File: config.mk
export PLATFORM = sky130hd
export DESIGN_NAME = gpio_port
export DESIGN_NICKNAME = d
export VERILOG_FILES = /design/src/rtl/gpio_pkg.sv /design/src/rtl/gpio_sync_edge.sv /design/src/rtl/gpio_port.sv
export SDC_FILE = /design/constraint.sdc
export NUM_CORES = 1
export LEC_CHECK = 0
export CORE_ASPECT_RATIO = 0.8
export CORE_MARGIN = 4
export CORE_UTILIZATION = 44
export CTS_CLUSTER_SIZE = 12
export DETAILED_ROUTE_END_ITERATION = 8
export GPL_ROUTABILITY_DRIVEN = 1
export GPL_TIMING_DRIVEN = 0
export PLACE_DENSITY = 0.84
export SKIP_LAST_GASP = 1
export SYNTH_ARGS = -nofsm -noshare
export SYNTH_HDL_FRONTEND = slang
export SYNTH_SLANG_ARGS = --single-unit
File: constraint.sdc
create_clock -name clock -period 3.35 [get_ports clock]
set_clock_uncertainty 0.2 [all_clocks]
set_input_delay 0.5025 -clock clock [delete_from_list [all_inputs] [get_ports clock]]
set_output_delay 0.5025 -clock clock [all_outputs]
set_load 0.05 [all_outputs]
File: src/rtl/gpio_pkg.sv
// Shared constants for the gpio_port peripheral: register offsets and default geometry.
package gpio_pkg;

    localparam int unsigned GPIO_WIDTH  = 13;
    localparam int unsigned GPIO_DATA_W = 64;
    localparam int unsigned GPIO_ADDR_W = 6;

    localparam logic [2:0] GPIO_DIR  = 3'd0;
    localparam logic [2:0] GPIO_OUT  = 3'd1;
    localparam logic [2:0] GPIO_IN   = 3'd2;
    localparam logic [2:0] GPIO_EDGE = 3'd3;
    localparam logic [2:0] GPIO_IE   = 3'd4;

endpackage

File: src/rtl/gpio_sync_edge.sv
// Two-flop pin synchroniser with a previous-sample register for rising-edge detection.
module gpio_sync_edge #(
    parameter int unsigned WIDTH = 13
) (
    input  logic             clock,
    input  logic             reset,
    input  logic [WIDTH-1:0] pin_in,
    output logic [WIDTH-1:0] level,
    output logic [WIDTH-1:0] rise
);

    logic [WIDTH-1:0] sync1;
    logic [WIDTH-1:0] sync2;
    logic [WIDTH-1:0] prev;

    always_ff @(posedge clock or negedge reset) begin
        if (!reset) begin
            sync1 <= '0;
            sync2 <= '0;
            prev  <= '0;
        end else begin
            sync1 <= pin_in;
            sync2 <= sync1;
            prev  <= sync2;
        end
    end

    assign level = sync2;
    assign rise  = sync2 & ~prev;

endmodule

File: src/rtl/gpio_port.sv
// Memory-mapped GPIO block: direction/output registers, synchronised inputs,
// sticky rising-edge flags with interrupt enable, and a one-cycle registered read port.
module gpio_port
    import gpio_pkg::*;
#(
    parameter int unsigned WIDTH  = GPIO_WIDTH,
    parameter int unsigned DATA_W = GPIO_DATA_W,
    parameter int unsigned ADDR_W = GPIO_ADDR_W
) (
    input  logic              clock,
    input  logic              reset,
    input  logic              cs,
    input  logic              mem_read,
    input  logic              mem_write,
    input  logic [ADDR_W-1:0] address,
    input  logic [DATA_W-1:0] data_in,
    output logic [DATA_W-1:0] data_out,
    output logic              data_oe,
    input  logic [WIDTH-1:0]  pin_in,
    output logic [WIDTH-1:0]  pin_out,
    output logic [WIDTH-1:0]  pin_oe,
    output logic              irq
);

    logic [WIDTH-1:0] dir_q;
    logic [WIDTH-1:0] out_q;
    logic [WIDTH-1:0] edge_q;
    logic [WIDTH-1:0] ie_q;

    logic [WIDTH-1:0] in_level;
    logic [WIDTH-1:0] in_rise;
    logic [WIDTH-1:0] edge_clr;
    logic [WIDTH-1:0] wr_data;
    logic [WIDTH-1:0] rd_val;
    logic [2:0]       sel;
    logic             wr_en;
    logic             rd_en;
    logic             unused_bits;

    // Simultaneous read and write strobes are treated as no access at all.
    assign wr_en   = cs & mem_write & ~mem_read;
    assign rd_en   = cs & mem_read & ~mem_write;
    assign sel     = address[5:3];
    assign wr_data = data_in[WIDTH-1:0];

    assign unused_bits = ^{data_in[DATA_W-1:WIDTH], address[2:0]};

    gpio_sync_edge #(
        .WIDTH (WIDTH)
    ) u_sync_edge (
        .clock  (clock),
        .reset  (reset),
        .pin_in (pin_in),
        .level  (in_level),
        .rise   (in_rise)
    );

    assign edge_clr = (wr_en && (sel == GPIO_EDGE)) ? wr_data : '0;

    always_ff @(posedge clock or negedge reset) begin
        if (!reset) begin
            dir_q  <= '0;
            out_q  <= '0;
            ie_q   <= '0;
            edge_q <= '0;
        end else begin
            if (wr_en && (sel == GPIO_DIR)) dir_q <= wr_data;
            if (wr_en && (sel == GPIO_OUT)) out_q <= wr_data;
            if (wr_en && (sel == GPIO_IE))  ie_q  <= wr_data;
            // A rise in the same cycle as its clear keeps the flag set.
            edge_q <= (edge_q & ~edge_clr) | in_rise;
        end
    end

    // Read mux; unmapped offsets return zero.
    always_comb begin
        rd_val = '0;
        case (sel)
            GPIO_DIR:  rd_val = dir_q;
            GPIO_OUT:  rd_val = out_q;
            GPIO_IN:   rd_val = in_level;
            GPIO_EDGE: rd_val = edge_q;
            GPIO_IE:   rd_val = ie_q;
            default:   rd_val = '0;
        endcase
    end

    always_ff @(posedge clock or negedge reset) begin
        if (!reset) begin
            data_out <= '0;
            data_oe  <= 1'b0;
        end else begin
            data_oe <= rd_en;
            if (rd_en) data_out <= DATA_W'(rd_val);
        end
    end

    assign pin_oe  = dir_q;
    assign pin_out = out_q;
    assign irq     = |(edge_q & ie_q);

endmodule

**After elaboration in Yosys (flattened, before gate mapping)**

Index checks and enable logic that the tools add are counted.

- Div/mod/pow operators: 0
- Magnitude comparators: 0
- Equality and inequality tests: 4
- Shifts and indexed selects: 0
- $mul: 0
- Add/subtract/negate cells: 0
- Muxes and demuxes: 2
- Reduce and logical (&&, ||, !) cells: 6
- Bitwise operators: 12

Operators by type and width:

| kind | count |
|---|---|
| 13-bit one-hot mux with 5 select lines | 1 |
| 13-bit bitwise AND | 3 |
| 13-bit NOT | 2 |
| 13-bit two-way mux | 1 |
| 13-bit bitwise OR | 1 |
| 13-bit OR reduction | 1 |
| 3-bit by 2-bit == test with 1-bit output, second input constant | 2 |
| 1-bit bitwise AND | 4 |
| 1-bit logical AND | 4 |
| 3-bit by 1-bit == test with 1-bit output, second input constant | 1 |
| 3-bit == test, second input constant | 1 |
| 3-bit zero test | 1 |
| 1-bit NOT | 2 |

- ROM bits: 0
- Latch bits: 0
- Memory bits (writable): 0
- Input bits: 88
- Flip-flop bits (word level): 105
- Memories kept: 0
- Output and inout port bits: 92
- Word-level logic and storage cells: 33

**Depth between registers and ports, before layout**

Gate-level depths: netlist (run 1).

- Word-level depth: 7
- Gate-level depth with buffers: 6

**Modules after synthesis**

From an unflattened synthesis (run 1), not the netlist that was laid out.

- Cell total of the unflattened synthesis: 342
- Area total of the unflattened synthesis: 4658.2 um^2

Modules (own cells, without submodules):

| module | cells each | area each (um^2) | seq. area each (um^2) | times used |
|---|---|---|---|---|
| gpio_port | 290 | 3503.4 | 1651.6 | 1 |
| gpio_sync_edge | 52 | 1154.9 | 975.9 | 1 |

**Worst setup path before layout (run 1)**

Ideal clock, no wire load.

- Path type: reg2out
- Start: reg edge_q[7]
- End: out irq
- Arrival time: 1.217 ns
- Stages on the path, launching flop included: 4
- Required time: 2.647 ns
- Setup slack: 1.430 ns
- Cells stage by stage: dfrtp_1 -> a22o_1 -> a221oi_1 -> nand3_1

- Longest elaborated chain between the ends: 2

RTL lines:

| element | RTL line | source |
|---|---|---|
| start: declaration | gpio_port.sv:27 | `logic [WIDTH-1:0] edge_q;` |
| start signal: assignment | gpio_port.sv:71 | `edge_q <= (edge_q & ~edge_clr) \| in_rise;` |
| 13-bit bitwise AND | gpio_port.sv:100 | `assign irq = \|(edge_q & ie_q);` |
| 13-bit OR reduction | gpio_port.sv:100 |  |
| end: declaration | gpio_port.sv:22 | `output logic irq` |

No other way between the ends.

**Worst setup path after layout (run 1)**

- Start: reg edge_q[3]
- End: out irq

The elaborated chain is that of the path after synthesis.

==> flow_metrics.env, run 1 <==
export IMPL_max_stage_delay_ns=0.74
export IMPL_path_cells="a222oi_1 > and3_1 > nand3_1 > clkdlybuf4s50_1"
export IMPL_critPathKind="flip-flop to output port"
export IMPL_diodes=0
export IMPL_yosysTopAreaCell="dfrtp_1"
export IMPL_worst_slew_pin_slew_ns=0.638
export IMPL_critPathBufInv=1
export IMPL_finalSetupTns_ns=0
export IMPL_grt_max_degree=58
export IMPL_most_common_layout_cells="dfrtp_1 (105), clkdlybuf4s50_1 (72), buf_4 (54)"
export IMPL_endpoint_kind="output port"
export IMPL_grt_overflow_total=0
export IMPL_antenna_found_initial=0
export IMPL_grt_setup_unrepaired="false"
export IMPL_yosysSeqAreaShare=0.556
export IMPL_wl_mm=11.4
export IMPL_yosysWarningCount=0
export IMPL_cts_buffer_depth=2
export IMPL_ios=180
export IMPL_drive_gt1_frac=0.296
export IMPL_start_util=0.456
export IMPL_max_cap_violations=0
export IMPL_r2r_start="edge_q[11]"
export IMPL_arrival_ns=2.25
export IMPL_ys_top_cells_by_area="dfrtp_1 (56%), mux2_2 (9.8%), buf_4 (8.4%), o211ai_1 (3.8%), mux2_4 (3.2%)"
export IMPL_syn_cell_area_sq_um=4730
export IMPL_viasPerCell=5.09
export IMPL_cts_root_buffer="clkbuf_16"
export IMPL_fmax_mhz=339
export IMPL_wl_per_cell_um=17.7
export IMPL_die_area_sq_um=12500
export IMPL_critPathLaunch="edge_q[3]"
export IMPL_synthDistinctLibCells=31
export IMPL_slew_violations=0
export IMPL_nNetsFinal=587
export IMPL_clock_latency_ns=0.34
export IMPL_htree_num_levels=3
export IMPL_grt_pass1_vias=3353
export IMPL_setup_viol=0
export IMPL_fin_crit_ns=2.95
export IMPL_port_buffers=73
export IMPL_drc_errors=0
export IMPL_drtAntennaViolNets=0
export IMPL_cts_sinks=105
export IMPL_p_leak_nw=2.96
export IMPL_gp_congestion=0.902
export IMPL_worstPathMaxFanout=3
export IMPL_rows=33
export IMPL_drt_iter0_drc=226
export IMPL_cts_buffers=9
export IMPL_power_density_nw_per_um2=584
export IMPL_syn_avg_cell_area_sq_um=13.0
export IMPL_instances_no_fill=644
export IMPL_critPathRequiredTime_ns=2.65
export IMPL_dp_cells=627
export IMPL_worstHoldStart="u_sync_edge.sync1[1]"
export IMPL_finalHoldViolations=0
export IMPL_final_common_cell="dfrtp_1"
export IMPL_dp_hpwl_mm=8.19
export IMPL_slew_headroom=0.574
export IMPL_die_h_um=101
export IMPL_critPathTopFamily="buffers and inverters"
export IMPL_yosys_area_top_type_share=0.556
export IMPL_min_path_type="flip-flop to flip-flop"
export IMPL_fin_crit_sh=0.882
export IMPL_area_growth_pct=30.3
export IMPL_cts_tree="built"
export IMPL_syn_inst=363
export IMPL_num_vias=3276
export IMPL_clkTransAtPathRegs_ns=0.07
export IMPL_start_kind="flip-flop"
export IMPL_crit_path_top_delay_cell="clkdlybuf4s50_1"
export IMPL_dr_pass1_iters=4
export IMPL_final_util=0.594
export IMPL_core_sq_um=10400
export IMPL_status="complete, no violations"
export IMPL_vdd_drop_max_mv=0.391
export IMPL_post_cts_setup_buffers=0
export IMPL_ys_seq_elements=105
export IMPL_cts_hold_buffers=1
export IMPL_grt_pass1_wl_mm=17.9
export IMPL_ctsResizeCount=0
export IMPL_grt_util_all_layers=0.187
export IMPL_fp_dieW_um=124
through the flow:
stage          total power, mW  worst slack (ns)  cell area (sq um)  hold slack (ns)
6_report                  3.60             0.397               6160            0.150
2_1_floorplan             2.20              1.43               4920          0.00691
5_1_grt                   3.73             0.338               6160            0.156
3_3_place_gp              2.52             -2.12               5820            0.132
3_5_place_dp              2.54             0.725               5850            0.135
4_1_cts                   3.61             0.418               6160            0.148
power breakdown:
| group | internal (mW) | switching, mW | leakage [nW] | total, mW |
|---|---|---|---|---|
| registers | 1.41 | 0.112 | 1.25 | 1.52 |
| clock network | 0.588 | 0.486 | 0.144 | 1.07 |
| logic | 0.371 | 0.630 | 1.56 | 1.00 |
| total | 2.37 | 1.23 | 2.96 | 3.60 |
kinds of logic (layout without fill, tap and decap cells):
group,count (synthesis),after routing,share of synthesized area
buffers and inverters,86,177,0.117
other,1,51,0.000793
AOI/OAI and AO/OA,58,58,0.0953
DFF,105,105,0.556
and+or+nand+nor,61,61,0.0974
muxes,52,52,0.134
flip-flops by register name, indices dropped and copies added (netlist names):
| signal | count |
|---|---|
| data_oe | 1 |
| data_out | 13 |
| edge_q | 13 |
| ie_q | 13 |
| pin_oe | 13 |
| pin_out | 13 |
| u_sync_edge.level | 13 |
| u_sync_edge.prev | 13 |
| u_sync_edge.sync1 | 13 |
Yosys cell counts:
| library cell | n |
|---|---|
| dfrtp_1 | 105 |
| buf_4 | 53 |
| mux2_2 | 41 |
| o211ai_1 | 24 |
| a22oi_1 | 15 |
| a22o_1 | 14 |
| inv_1 | 14 |
| nand2_1 | 13 |
| nand4_1 | 13 |
| and3b_1 | 12 |
| and3b_2 | 12 |
| mux2_4 | 10 |
| clkbuf_1 | 9 |
| buf_2 | 6 |
| buf_6 | 3 |
| a21oi_1 | 2 |
| and4bb_4 | 2 |
| nand2b_1 | 2 |
| a221oi_1 | 1 |
| a222oi_1 | 1 |
| a31oi_1 | 1 |
| and3_1 | 1 |
| buf_1 | 1 |
| conb_1 | 1 |
| mux4_2 | 1 |
| nand2_2 | 1 |
| nand3_1 | 1 |
| nand3b_1 | 1 |
| nand3b_4 | 1 |
| nor2_1 | 1 |
| nor2_4 | 1 |
path summary, 6_finish.rpt:
path	end	slack (ns)	cells past startpoint
worst min register to register	u_sync_edge.level[1]	0.15	0
worst min-delay path	u_sync_edge.level[1]	0.15	0
worst max register to register	data_out[11]	2.00	3
max in group asynchronous	u_sync_edge.level[12]	1.75	3
worst max-delay path	irq	0.40	4
min in group asynchronous	u_sync_edge.sync1[9]	0.51	2
routing by layer:
layer / GRT usage / vias to the layer above / wire length, um / part of all wire
met5: 0 / - / 0 / 0
li1: - / 1476 / - / -
met2: 0.299 / 166 / 5480 / 0.48
met3: 0.0432 / 17 / 949 / 0.083
met4: 0.0715 / 0 / 165 / 0.014
met1: 0.250 / 1617 / 4800 / 0.42
layout make-up:
class | instances | area (sq um)
Sequential cell | 105 | 2630
Timing Repair Buffer | 75 | 766
Clock buffer | 9 | 225
Clock inverter | 7 | 78.8
Tap cell | 140 | 175
Fill cell | 815 | 4200
Multi-Input combinational cell | 222 | 1740
Inverter | 14 | 52.6
Buffer | 72 | 499
Power figures use the tool's default switching activity.
==> inputs of run 2 (changes only) <==
--- a/config.mk
+++ b/config.mk
@@ -14,6 +14,7 @@
 export GPL_TIMING_DRIVEN = 0
 export PLACE_DENSITY = 0.84
 export SKIP_LAST_GASP = 1
+export SLEW_MARGIN = 0
 export SYNTH_ARGS = -nofsm -noshare
 export SYNTH_HDL_FRONTEND = slang
 export SYNTH_SLANG_ARGS = --single-unit
==> results of run 2 <==
No change in the layout: final DEF, timing and power equal those of run 1.
==> inputs of run 3 (changes only) <==
--- a/config.mk
+++ b/config.mk
@@ -17,4 +17,5 @@
 export SLEW_MARGIN = 0
 export SYNTH_ARGS = -nofsm -noshare
 export SYNTH_HDL_FRONTEND = slang
+export SYNTH_HIERARCHICAL = 1
 export SYNTH_SLANG_ARGS = --single-unit
==> run 3 against run 2 <==
  * Sequential share of layout area is 0.74 points higher
  * Final area shrank 1.7%
  * Maximum frequency is 3.1% lower
  * Worst setup slack got worse by 0.095 ns
  * Total power down 2.3%
  * Synthesized cell count shrank 5.8%
  * Area after synthesis down 1.5%
  * Sequential cell count is the same
  * Register-to-register slack lost 0.17 ns
  * Non-clock buffer count decreased by 5
  * First-iteration DRC count rose by 27%
  * Critical path type unchanged
==> flow_metrics.env, run 3 <==
export IMPL_die_area_sq_um=12300
export IMPL_wl_mm=11.1
export IMPL_setup_viol=0
export IMPL_r2r_cells=4
export IMPL_seq_power_share=0.436
export IMPL_status="complete, no violations"
export IMPL_clkTransAtPathRegs_ns=0.07
export IMPL_syn_avg_cell_area_sq_um=13.6
export IMPL_diodes=0
export IMPL_cts_buffers=9
export IMPL_critPathLaunch="ie_q[12]"
export IMPL_cts_sinks=105
export IMPL_slew_headroom=0.597
export IMPL_fmax_mhz=328
export IMPL_wl_per_cell_um=17.8
export IMPL_viasPerCell=5.06
export IMPL_cts_hold_buffers=1
export IMPL_yosysSeqAreaShare=0.564
export IMPL_drc_errors=0
export IMPL_grt_util_all_layers=0.186
export IMPL_comb_power_share=0.287
export IMPL_clockPowerShare=0.277
export IMPL_ctsResizeCount=0
export IMPL_p_leak_nw=2.82
export IMPL_path_depth=5
export IMPL_clock_latency_ns=0.34
export IMPL_yosysWarningCount=6
export IMPL_ys_top_cells_by_area="dfrtp_1 (56%), mux2_2 (9.9%), buf_4 (8.4%), nor2b_4 (3.8%), mux2_4 (3.2%)"
export IMPL_synthDistinctLibCells=31
export IMPL_r2r_end="data_out[6]"
export IMPL_max_cap_violations=0
export IMPL_internal_power_mw=2.30
export IMPL_finalHoldViolations=0
export IMPL_slew_violations=0
export IMPL_rows=33
export IMPL_start_util=0.453
export IMPL_r2r_slack_ns=1.83
export IMPL_final_common_cell="dfrtp_1"
export IMPL_final_util=0.589
export IMPL_cts_buffer_depth=2
export IMPL_critPathTopFamily="buffers and inverters"
export IMPL_arrival_ns=2.35
export IMPL_grt_overflow_total=0
export IMPL_fin_crit_sh=0.910
export IMPL_worst_slew_pin_slew_ns=0.604
export IMPL_endpoint_kind="output port"
export IMPL_dp_cells=606
export IMPL_critPathKind="flip-flop to output port"
export IMPL_fp_dieW_um=123
export IMPL_most_common_layout_cells="dfrtp_1 (105), clkdlybuf4s50_1 (72), buf_4 (53)"
export IMPL_area_growth_pct=30.0
export IMPL_max_stage_delay_ns=0.75
export IMPL_drive_gt1_frac=0.311
export IMPL_grt_pass1_vias=3291
export IMPL_syn_inst=342
export IMPL_drtAntennaViolNets=0
export IMPL_cts_tree="built"
export IMPL_min_path_type="flip-flop to flip-flop"
export IMPL_vdd_drop_max_mv=0.380
export IMPL_ys_seq_elements=105
export IMPL_gp_congestion=0.809
export IMPL_syn_cell_area_sq_um=4660
export IMPL_instances_no_fill=622
export IMPL_crit_path_top_delay_cell="clkdlybuf4s50_1"
export IMPL_swShare=0.345
export IMPL_core_sq_um=10300
export IMPL_synth_most_common_cell="dfrtp_1"
export IMPL_num_vias=3146
export IMPL_critPathBufInv=1
export IMPL_yosys_area_top_type_share=0.564
export IMPL_grt_pass1_wl_mm=17.4
export IMPL_r2r_start="u_sync_edge/level[6]"
export IMPL_worstPathMaxFanout=3
export IMPL_dp_hpwl_mm=7.81
export IMPL_drt_iter0_drc=288
export IMPL_nNetsFinal=566
export IMPL_power_mw=3.51
export IMPL_grt_setup_unrepaired="false"
export IMPL_synth_main_ff_cell="dfrtp_1"
export IMPL_post_cts_setup_buffers=0
export IMPL_ios=180
export IMPL_crit_path_end="irq"
export IMPL_cts_root_buffer="clkbuf_16"
export IMPL_start_kind="flip-flop"
export IMPL_grt_max_degree=74
export IMPL_finalSetupTns_ns=0
export IMPL_antenna_found_initial=0
export IMPL_critPathRequiredTime_ns=2.65
export IMPL_ys_top_cells_by_count="dfrtp_1 (105), buf_4 (52), mux2_2 (41)"
export IMPL_fin_crit_ns=3.05
export IMPL_htree_num_levels=3
export IMPL_switchingPower_mw=1.21
export IMPL_path_cells="a22oi_1 > nand2_1 > a221oi_1 > nand3_1 > clkdlybuf4s50_1"
export IMPL_yosysTopAreaCell="dfrtp_1"
export IMPL_synth_edf_count=0
export IMPL_port_buffers=73
export IMPL_dr_pass1_iters=5
export IMPL_synth_async_reset_ratio=1.00
export IMPL_die_h_um=100
export IMPL_timing_hold_ws_ns=0.150
export IMPL_power_density_nw_per_um2=580
## run 3: per-layer routing
metal | wire (um) | up-vias | part of all wire | global-route usage
met3 | 1210 | 30 | 0.11 | 0.0637
met2 | 5200 | 184 | 0.47 | 0.289
met1 | 4380 | 1541 | 0.39 | 0.237
met4 | 318 | 0 | 0.029 | 0.0868
met5 | 0 | - | 0 | 0
li1 | - | 1391 | - | -
## run 3: final cells by class
type	instances	area, sq um
clock inverter	6	43.8
clock buffer	9	225
sequential	105	2630
tap	140	175
multi-input combinational	218	1730
timing repair buffer	75	766
buffer	67	485
fill	801	4230
inverter	2	7.51
## run 3: worst min path at each step
stage,start,endpoint,slack [ns],cells after the start
final,u_sync_edge/sync1[5],u_sync_edge/level[5],0.15,0
after global routing,u_sync_edge/sync1[6],u_sync_edge/level[6],0.16,0
after CTS,u_sync_edge/sync1[12],u_sync_edge/level[12],0.15,0
after detailed placement,u_sync_edge/sync1[12],u_sync_edge/level[12],0.13,0
after global placement,u_sync_edge/sync1[0],u_sync_edge/level[0],0.13,0
after floorplan,reset,data_oe,0.007,0
## run 3: stage by stage
stage,area (sq um),setup WS [ns]
3_5_place_dp,5780,0.687
4_1_cts,6060,0.292
5_1_grt,6060,0.220
6_report,6060,0.302
3_3_place_gp,5750,-2.11
2_1_floorplan,4850,1.42
## run 3: cells by family after synthesis
logic type      Yosys count  share of synthesized area
compound gates           60                      0.107
simple gates             55                     0.0892
mux                      52                      0.133
flops                   105                      0.564
buf+inv                  69                      0.106
other cells               1                   0.000805
## run 3: power by group through the flow
stage | combinational, mW | sequential [mW] | clock (mW)
2_1_floorplan | 0.395 | 1.82 | 0
3_3_place_gp | 0.982 | 1.55 | 0
3_5_place_dp | 1.00 | 1.55 | 0
4_1_cts | 1.01 | 1.53 | 0.988
5_1_grt | 1.06 | 1.55 | 1.04
6_report | 1.01 | 1.53 | 0.972
## run 3: worst reg2reg max path: stages (launching register included)
cell	delay [ns]
dfrtp_1	0.41
mux2_2	0.27
a22oi_1	0.17
nor3_1	0.07
a221o_1	0.28
